===== src/rtl/snake_pkg.sv =====
// Shared Snake grid constants, food placer state encoding and coordinate wrap helpers.
// Coordinates are unsigned; the wrap helpers fold raw LFSR samples back onto the grid.
package snake_pkg;

    localparam int H_CELLS    = 160;
    localparam int V_CELLS    = 120;
    localparam int X_BITS     = 8;
    localparam int Y_BITS     = 7;
    localparam int GRID_CELLS = H_CELLS * V_CELLS;
    localparam int SCAN_BITS  = 15;

    typedef enum logic [2:0] {
        IDLE,
        SAMPLE,
        QUERY,
        WAIT,
        SCAN
    } food_state_t;

    // Raw samples are at most one grid width above range, so one subtraction is a full modulo
    function automatic logic [X_BITS-1:0] wrap_x(input logic [X_BITS-1:0] x);
        return (x >= X_BITS'(H_CELLS)) ? x - X_BITS'(H_CELLS) : x;
    endfunction

    function automatic logic [Y_BITS-1:0] wrap_y(input logic [Y_BITS-1:0] y);
        return (y >= Y_BITS'(V_CELLS)) ? y - Y_BITS'(V_CELLS) : y;
    endfunction

endpackage


===== src/rtl/grid_step.sv =====
// Combinational raster increment over the play grid: X first, wrapping into Y, wrapping to (0, 0).
// Inputs are expected to already lie on the grid.
module grid_step
    import snake_pkg::*;
(
    input  logic [X_BITS-1:0] x,
    input  logic [Y_BITS-1:0] y,
    output logic [X_BITS-1:0] next_x,
    output logic [Y_BITS-1:0] next_y
);

    always_comb begin
        next_x = x + 1'b1;
        next_y = y;
        if (x == X_BITS'(H_CELLS - 1)) begin
            next_x = '0;
            next_y = (y == Y_BITS'(V_CELLS - 1)) ? '0 : y + 1'b1;
        end
    end

endmodule


===== src/rtl/food_placer.sv =====
// Turns free-running LFSR samples into a legal, unoccupied food cell, falling back to a
// raster scan after repeated rejections and flagging FULL when no free cell remains.
module food_placer
    import snake_pkg::*;
#(
    parameter int MAX_TRIES = 16,
    parameter int RESET_X   = 80,
    parameter int RESET_Y   = 60
) (
    input  logic              CLK,
    input  logic              RESET,
    input  logic              REQ,
    input  logic [X_BITS-1:0] RAND_X,
    input  logic [Y_BITS-1:0] RAND_Y,
    output logic [X_BITS-1:0] QUERY_X,
    output logic [Y_BITS-1:0] QUERY_Y,
    input  logic              OCCUPIED,
    output logic [X_BITS-1:0] TARGET_X,
    output logic [Y_BITS-1:0] TARGET_Y,
    output logic              VALID,
    output logic              BUSY,
    output logic              DONE,
    output logic              FULL
);

    localparam int TRY_BITS = $clog2(MAX_TRIES) + 1;

    food_state_t state, state_nxt;

    logic                 req_q;
    logic [X_BITS-1:0]    cand_x;
    logic [Y_BITS-1:0]    cand_y;
    logic [X_BITS-1:0]    step_x;
    logic [Y_BITS-1:0]    step_y;
    logic [TRY_BITS-1:0]  try_cnt;
    logic [SCAN_BITS-1:0] scan_cnt;
    logic                 scan_mode;

    logic rand_in_range;
    logic try_last;
    logic start;
    logic try_inc;
    logic go_scan;
    logic load_target;
    logic set_full;

    assign rand_in_range = (RAND_X < X_BITS'(H_CELLS)) && (RAND_Y < Y_BITS'(V_CELLS));
    assign try_last      = (try_cnt == TRY_BITS'(MAX_TRIES - 1));

    grid_step u_grid_step (
        .x      (wrap_x(cand_x)),
        .y      (wrap_y(cand_y)),
        .next_x (step_x),
        .next_y (step_y)
    );

    always_ff @(posedge CLK) begin
        if (RESET) begin
            state <= IDLE;
        end else begin
            state <= state_nxt;
        end
    end

    always_comb begin
        state_nxt   = state;
        start       = 1'b0;
        try_inc     = 1'b0;
        go_scan     = 1'b0;
        load_target = 1'b0;
        set_full    = 1'b0;
        case (state)
            IDLE: begin
                if (req_q) begin
                    state_nxt = SAMPLE;
                    start     = 1'b1;
                end
            end
            SAMPLE: begin
                if (rand_in_range) begin
                    state_nxt = QUERY;
                end else begin
                    try_inc = 1'b1;
                    if (try_last) begin
                        state_nxt = SCAN;
                        go_scan   = 1'b1;
                    end
                end
            end
            QUERY: begin
                state_nxt = WAIT;
            end
            WAIT: begin
                if (!OCCUPIED) begin
                    state_nxt   = IDLE;
                    load_target = 1'b1;
                end else if (scan_mode) begin
                    state_nxt = SCAN;
                end else begin
                    try_inc = 1'b1;
                    if (try_last) begin
                        state_nxt = SCAN;
                        go_scan   = 1'b1;
                    end else begin
                        state_nxt = SAMPLE;
                    end
                end
            end
            SCAN: begin
                if (scan_cnt == SCAN_BITS'(GRID_CELLS)) begin
                    state_nxt = IDLE;
                    set_full  = 1'b1;
                end else begin
                    state_nxt = QUERY;
                end
            end
            default: begin
                state_nxt = IDLE;
            end
        endcase
    end

    // REQ passes through one register, and only while idle, so requests during a placement are dropped
    always_ff @(posedge CLK) begin
        if (RESET) begin
            req_q     <= 1'b0;
            cand_x    <= '0;
            cand_y    <= '0;
            try_cnt   <= '0;
            scan_cnt  <= '0;
            scan_mode <= 1'b0;
            QUERY_X   <= '0;
            QUERY_Y   <= '0;
            TARGET_X  <= X_BITS'(RESET_X);
            TARGET_Y  <= Y_BITS'(RESET_Y);
            VALID     <= 1'b1;
            BUSY      <= 1'b0;
            DONE      <= 1'b0;
            FULL      <= 1'b0;
        end else begin
            req_q <= REQ && (state == IDLE) && !req_q;
            DONE  <= load_target;
            if (start) begin
                BUSY      <= 1'b1;
                VALID     <= 1'b0;
                FULL      <= 1'b0;
                try_cnt   <= '0;
                scan_cnt  <= '0;
                scan_mode <= 1'b0;
            end
            if (state == SAMPLE) begin
                cand_x <= RAND_X;
                cand_y <= RAND_Y;
            end
            if (try_inc) begin
                try_cnt <= try_cnt + 1'b1;
            end
            if (go_scan) begin
                scan_mode <= 1'b1;
            end
            if (state == QUERY) begin
                QUERY_X <= cand_x;
                QUERY_Y <= cand_y;
            end
            if (state == SCAN && !set_full) begin
                cand_x   <= step_x;
                cand_y   <= step_y;
                scan_cnt <= scan_cnt + 1'b1;
            end
            // The target is taken from the address the store just confirmed free
            if (load_target) begin
                TARGET_X <= QUERY_X;
                TARGET_Y <= QUERY_Y;
                VALID    <= 1'b1;
                BUSY     <= 1'b0;
            end
            if (set_full) begin
                FULL <= 1'b1;
                BUSY <= 1'b0;
            end
        end
    end

endmodule


===== config.mk =====
export PLATFORM = sky130hd
export DESIGN_NAME = food_placer
export DESIGN_NICKNAME = d
export VERILOG_FILES = /design/src/rtl/snake_pkg.sv /design/src/rtl/grid_step.sv /design/src/rtl/food_placer.sv
export SDC_FILE = /design/constraint.sdc
export NUM_CORES = 1
export LEC_CHECK = 0
export CORE_ASPECT_RATIO = 1.4
export CORE_MARGIN = 8
export CORE_UTILIZATION = 35
export CTS_BUF_LIST = sky130_fd_sc_hd__clkbuf_8
export CTS_CLUSTER_DIAMETER = 150
export DETAILED_ROUTE_END_ITERATION = 6
export GPL_TIMING_DRIVEN = 0
export SLEW_MARGIN = 20
export SYNTH_ARGS = -nofsm -noshare
export SYNTH_HDL_FRONTEND = slang
export SYNTH_HIERARCHICAL = 1
export SYNTH_SLANG_ARGS = --single-unit
export TNS_END_PERCENT = 10

===== constraint.sdc =====
create_clock -name CLK -period 3.4 [get_ports CLK]
set_input_delay 0.68 -clock CLK [delete_from_list [all_inputs] [get_ports CLK]]
set_output_delay 0.68 -clock CLK [all_outputs]
set_load 0.05 [all_outputs]

== Word level (Yosys, flattened, before mapping) ==
Cells that the tools add are included.
W data, S select, Z words.

* Bits in registers: 74
* Memories kept: 0
* Input port bits: 19
* RAM bits: 0
* Logic and storage cells: 89
* Bits in latches: 0
* ROM bits: 0

* Equal/unequal tests: 10
* Order comparisons: 4
* Multipliers: 0
* Add/sub/neg operators: 6
* Muxes and demuxes: 39
* Bitwise gates (word level): 0
* Shift-type cells: 0
* Div/mod/pow operators: 0
* Reductions and logical operators: 15

{| class="wikitable"
|+ Operator list
! kind !! number
|-
| $mux W7 || 5
|-
| $mux W8 || 4
|-
| $mux W15 || 2
|-
| $mux W3 || 6
|-
| $mux W1 || 16
|-
| $add A15 B1 Y15 const B || 1
|-
| $eq A15 B15 Y1 const B || 1
|-
| $pmux W3 S5 || 1
|-
| $mux W5 || 2
|-
| $reduce_bool A2 Y1 || 5
|-
| $add A8 B1 Y8 const B || 1
|-
| $eq A8 B8 Y1 const B || 1
|-
| $ge A8 B8 Y1 const B || 1
|-
| $lt A8 B8 Y1 const B || 1
|-
| $sub A8 B8 Y8 const B || 1
|-
| $add A7 B1 Y7 const B || 1
|-
| $eq A7 B7 Y1 const B || 1
|-
| $ge A7 B7 Y1 const B || 1
|-
| $lt A7 B7 Y1 const B || 1
|-
| $sub A7 B7 Y7 const B || 1
|-
| $eq A3 B2 Y1 const B || 2
|-
| $add A5 B1 Y5 const B || 1
|-
| $eq A5 B4 Y1 const B || 1
|-
| $logic_and A1 B1 Y1 || 4
|-
| 11 further kinds || 13
|}

== Depth between registers and ports, before layout ==
* Word-level depth: 6
* Depth in mapped cells: 10
* Gate-level depth less buffers: 10

== By module ==
Netlist, hierarchy kept.

{| class="wikitable"
|+ By module, submodules not included
! module !! cells each !! sequential area each (µm²) !! area an instance (µm²) !! times used
|-
| food_placer || 419 || 1481.4 || 3472.1 || 1
|-
| grid_step || 50 || 0.0 || 372.9 || 1
|}

== Least setup slack after synthesis ==
No wires, ideal clock.

* Kind: flip-flop to flip-flop
* Start: register cand_x[5]
* End: register cand_y[1]
* Required time: 3.268 ns
* Path slack: 1.337 ns
* Path buffers: 1
* Data arrival time: 1.931 ns
* Library setup time: 0.132 ns
* Clock period less this slack: 2.063 ns
* Cell stages (with the launch flop): 10
* Path through: dfxtp_1 inv_1 ha_1 a21oi_1 nand2b_1 nor3_4 buf_6 mux2_1 a32oi_1 a21oi_1

* Word-level cells in the longest chain between the ends: 5
* Elaborated cells on any way between the ends: 6
* Classes of those cells: add/sub (1); order compare (1); eq/ne (1); mux (3)

{| class="wikitable"
|+ RTL lines
! what !! RTL line !! RTL
|-
| start: declaration || food_placer.sv:31 || <nowiki>logic [X_BITS-1:0] cand_x;</nowiki>
|-
| start signal: assignment || food_placer.sv:166 || <nowiki>cand_x <= step_x;</nowiki>
|-
| $sub A8 B8 Y8 or $ge A8 B8 Y1 (tied branches) || snake_pkg.sv:22 || <nowiki>return (x >= X_BITS'(H_CELLS)) ? x - X_BITS'(H_CELLS) : x;</nowiki>
|-
| $mux W8 (*) || snake_pkg.sv:22 ||
|-
| $eq A8 B8 Y1 (*) || grid_step.sv:15 || <nowiki>if (x == X_BITS'(H_CELLS - 1)) begin</nowiki>
|-
| $mux W7 (*) || grid_step.sv:15 ||
|-
| net step_y[1] || food_placer.sv:34 || <nowiki>logic [Y_BITS-1:0] step_y;</nowiki>
|-
| $mux W7 (*) || food_placer.sv:165 || <nowiki>if (state == SCAN && !set_full) begin</nowiki>
|-
| end signal: assignment || food_placer.sv:167 || <nowiki>cand_y <= step_y;</nowiki>
|-
| end: declaration || food_placer.sv:32 || <nowiki>logic [Y_BITS-1:0] cand_y;</nowiki>
|}

Mark *: on every way through the listed nets, which the timed path passes. The rest lies on a longest branch.
A chain may end at the register's enable or synchronous reset.

== Worst setup path after layout ==
* Start: register cand_y[3]
* End: register cand_y[4]

* Word-level cells in the longest chain between the ends: 6
* Elaborated cells on any way between the ends: 8
* Classes of those cells: add/sub (2); order compare (1); eq/ne (1); mux (4)

{| class="wikitable"
|+ RTL lines
! what !! RTL line !! RTL
|-
| $sub A7 B7 Y7 or $ge A7 B7 Y1 (tied branches) || snake_pkg.sv:26 || <nowiki>return (y >= Y_BITS'(V_CELLS)) ? y - Y_BITS'(V_CELLS) : y;</nowiki>
|-
| $mux W7 (*) || snake_pkg.sv:26 ||
|-
| $add A7 B1 Y7 or $eq A7 B7 Y1 (tied branches) || grid_step.sv:17 || <nowiki>next_y = (y == Y_BITS'(V_CELLS - 1)) ? '0 : y + 1'b1;</nowiki>
|-
| $mux W7 || grid_step.sv:17 ||
|-
| $mux W7 (*) || grid_step.sv:15 ||
|-
| net step_y[4] || food_placer.sv:34 ||
|-
| $mux W7 (*) || food_placer.sv:165 ||
|}

Marks and branches as above.

==> results.yml <==
grt:
  overflow: 0
  grt_max_degree: 14
  antenna_found_initial: 0
  grt_pass1_vias: 3890
  gr-usage-all-layers: 0.1614
  grt_pass1_wl_um: 19440
synth:
  syn_nets: 496
  synth_area_leaders: "dfxtp_1 39%, nand2_1 8.0%, a21oi_1 6.2%"
  synth_top_family_by_area: "simple AND/OR/NAND/NOR gates"
  synth-compound-area-share: 0.2229
  synthCells: 469
  yosysSeqAreaShare: 0.3853
  synthArstFlopShare: 0
  synth_fa_ha_area_frac: 0.02603
  ys_seq_elements: 74
  synth_simple_gate_area_frac: 0.2675
  netlist_area_sq_um: 3845
  netlist.area_leader.share: 0.3853
  synth_area_leader_cell: "dfxtp_1"
  synthFlopType: "dfxtp_1"
  muxShareOfSynthArea: 0.02831
  synth_xor_area_frac: 0.02050
  synth_warnings: 6
  synth_edf_count: 0
  synth.distinct_cells: 69
  synth.avg_cell_area_sq_um: 8.198
cells_and_area:
  drive_above_1_share: 0.07263
  stdcell_area_sq_um: 4736
  antenna_cells: 0
  layout.nets: 559
  syn_to_final_growth_pct: 23.17
worst_setup_path:
  path_cells: "ha_1 -> nand3_1 -> a21oi_1 -> nand4b_1 -> a21boi_2 -> mux2i_1 -> a32oi_1 -> a21oi_1"
  critPathSlowestCell: "dfxtp_1"
  reg2reg_to: "cand_y[4]"
  path_max_fanout: 7
  cp.arrival_ns: 2.76
  worst-path-buf-inv: 0
  slowest_delay_ns: 0.51
  path_common_cell: "a21oi_1"
  timing.rr.start: "cand_y[3]"
  required_ns: 3.61
  path_class: "flip-flop to flip-flop"
  reg2regPathDepth: 8
  cp_top_family: "compound AO/OA/AOI/OAI gates"
  critPathLaunchType: "flip-flop"
  rrSetupSlack_ns: 0.85
  crit_path_end_kind: "flip-flop"
clocking:
  cts.clk_slew.worst_paths_ns: 0.08
  cts_hold_buf: 0
  clk_latency_ns: 0.36
  post_cts_resized: 0
  htree_num_levels: 3
  clockBufferDepth: 2
  root_buffer: "clkbuf_8"
  cts_tree: "done"
  clock_sinks: 74
  post_cts_buffers: 0
  cts_buffers: 9
detailed_routing:
  first_pass_iters: 6
  wl_met2_um: 6375
  routed_wl_um: 11950
  routedWlPerCell_um: 17.62
  drtIter0Drc: 258
  postRouteAntennaNets: 0
  vias_per_cell: 5.698
  top_layer: "met4"
  vias: 3863
  wl_met3_um: 574
  drcViolationCount: 0
  met1_length_um: 4770
floorplan:
  die_x_um: 104.6
  fp.dieH_um: 140.0
  ios: 53
  start_util: 0.3575
  rows: 45
  die_area_sq_um: 14640
  coreArea_sq_um: 10750
sta:
  finalCritPeriodShare: 0.7506
  finalSetupViolations: 0
  rsz0062_at_grt: "no"
  max_slew.worst_pin.slew_ns: 0.9103
  max_freq_mhz: 391.8
  clock_skew_ns: 0.01155
  drv_slew: 0
  layout_min_cycle_time_ns: 2.552
  slew_headroom: 0.3867
  tns_ns: 0
  report.final.hold_viol_count: 0
  setup_ws_ns: 0.8479
pwr:
  switching_share: 0.3030
  p_clk_frac: 0.361
  power_frac_seq: 0.489
  comb_power_share: 0.150
  p_sw_w: 0.0005803
  p_int_w: 0.001335
  p_per_area_nw_per_um2: 404.5
  power_leakage_nw: 1.558
  peakVddDrop_uv: 171.7
min_path:
  whs_path_depth: 2
  hp-class: "flip-flop to flip-flop"
  holdCritStartpoint: "TARGET_Y[1]"
  min_to: "TARGET_Y[1]"
placed_design:
  placed_area_sq_um: 4542
  dp_hpwl_um: 8802
  gp_congestion: 0.9373
  io_buffers: 52
  place_ws_ns: 0.5680
job:
  drv_cap: 0
status:
  outcome: "completed"
-- layer usage --
layer / vias up / GRT usage
li1: 1866 / -
met1: 1847 / 0.1760
met2: 130 / 0.2989
met3: 20 / 0.02571
met4: 0 / 0.07089
met5: - / 0
-- per-stage QoR --
step           hold WS (ns)  std cells  utilization  total power [W]
2_1_floorplan        0.4396        469            -         0.001135
4_1_cts              0.4591        678       0.4404         0.001929
6_report             0.4569        678       0.4404         0.001915
5_1_grt              0.4825        678       0.4404         0.001995
3_5_place_dp         0.4468        662       0.4223         0.001242
3_3_place_gp         0.4428        662       0.4223         0.001235
-- Yosys cell counts (all sizes together) (2+ instances only) --
cell type	count
nand2	82
dfxtp	74
a21oi	48
nand3	30
clkbuf	21
nor2	19
a32oi	15
inv	14
nand4	14
o221ai	14
o21ai	13
buf	10
ha	8
nor3	8
o211ai	7
mux2i	6
nor4	6
and3	5
nor2b	5
xor2	5
mux2	4
or3	4
or4	4
xnor2	4
a21boi	3
and2	3
nand2b	3
nor3b	3
a2111oi	2
a211o	2
a211oi	2
a22oi	2
a31oi	2
and4	2
nand3b	2
nor4b	2
o311ai	2
o31ai	2
o41ai	2
or2	2
-- worst max-delay path by stage --
stage                 end  slack (ns)  cells after the start       from
6_report        cand_y[4]        0.85                      8  cand_y[3]
5_1_grt        QUERY_X[2]        0.77                      5      RESET
4_1_cts        QUERY_X[2]        0.94                      5      RESET
3_5_place_dp         DONE        0.57                      5      RESET
3_3_place_gp         DONE        0.59                      5      RESET
2_1_floorplan   cand_y[1]        1.34                      9  cand_x[5]
-- layout by cell type (no fill, tap or decap), drive strengths merged, types with 13 or more instances in the layout --
cell type and count:
inv 16, clkdlybuf4s50 52, nand2 82, nand3 30, o21ai 13, o221ai 14
dfxtp 74, a32oi 15, a21oi 48, nor2 19, nand4 14, clkbuf 30
-- power by group through the flow --
stage | clock (W) | sequential, W | combinational [W]
2_1_floorplan | 0 | 0.000964 | 0.000171
4_1_cts | 0.000707 | 0.000937 | 0.000285
3_3_place_gp | 0 | 0.000956 | 0.000279
3_5_place_dp | 0 | 0.000957 | 0.000285
5_1_grt | 0.000739 | 0.000942 | 0.000314
6_report | 0.000692 | 0.000937 | 0.000286
-- sequential cells by signal, summed over array words and instances (netlist names) --
name	count
cand_y	7
state	3
FULL	1
TARGET_X	8
QUERY_X	8
TARGET_Y	7
DONE	1
try_cnt	5
VALID	1
scan_mode	1
req_q	1
cand_x	8
QUERY_Y	7
scan_cnt	15
BUSY	1
-- layout make-up --
type                            instances  area (sq um)
Fill cell                            1093          6018
Clock buffer                            9         123.9
Buffer                                 31         137.6
Tap cell                              141         176.4
Clock inverter                          7         70.07
Timing Repair Buffer                   52         520.5
Sequential cell                        74          1481
Inverter                               14         52.55
Multi-Input combinational cell        350          2173
-- worst register-to-register path, delay by kind of cell (launching register included) --
| kind | cells | cell delay [ns] |
|---|---|---|
| AOI/OAI and AO/OA | 4 | 1.08 |
| and+or+nand+nor | 2 | 0.45 |
| DFF | 1 | 0.51 |
| adders and majority gates | 1 | 0.30 |
| muxes | 1 | 0.08 |
-- cell families (layout without fill, tap and decap cells) --
group,after synthesis,after routing
buffers and inverters,45,113
multiplexers,10,10
AO/OA/AOI/OAI,126,126
adder cells (fa/ha/maj),8,8
AND/OR/NAND/NOR,197,197
XOR/XNOR,9,9
flip-flops,74,74
(Power assumes the default switching activity.)
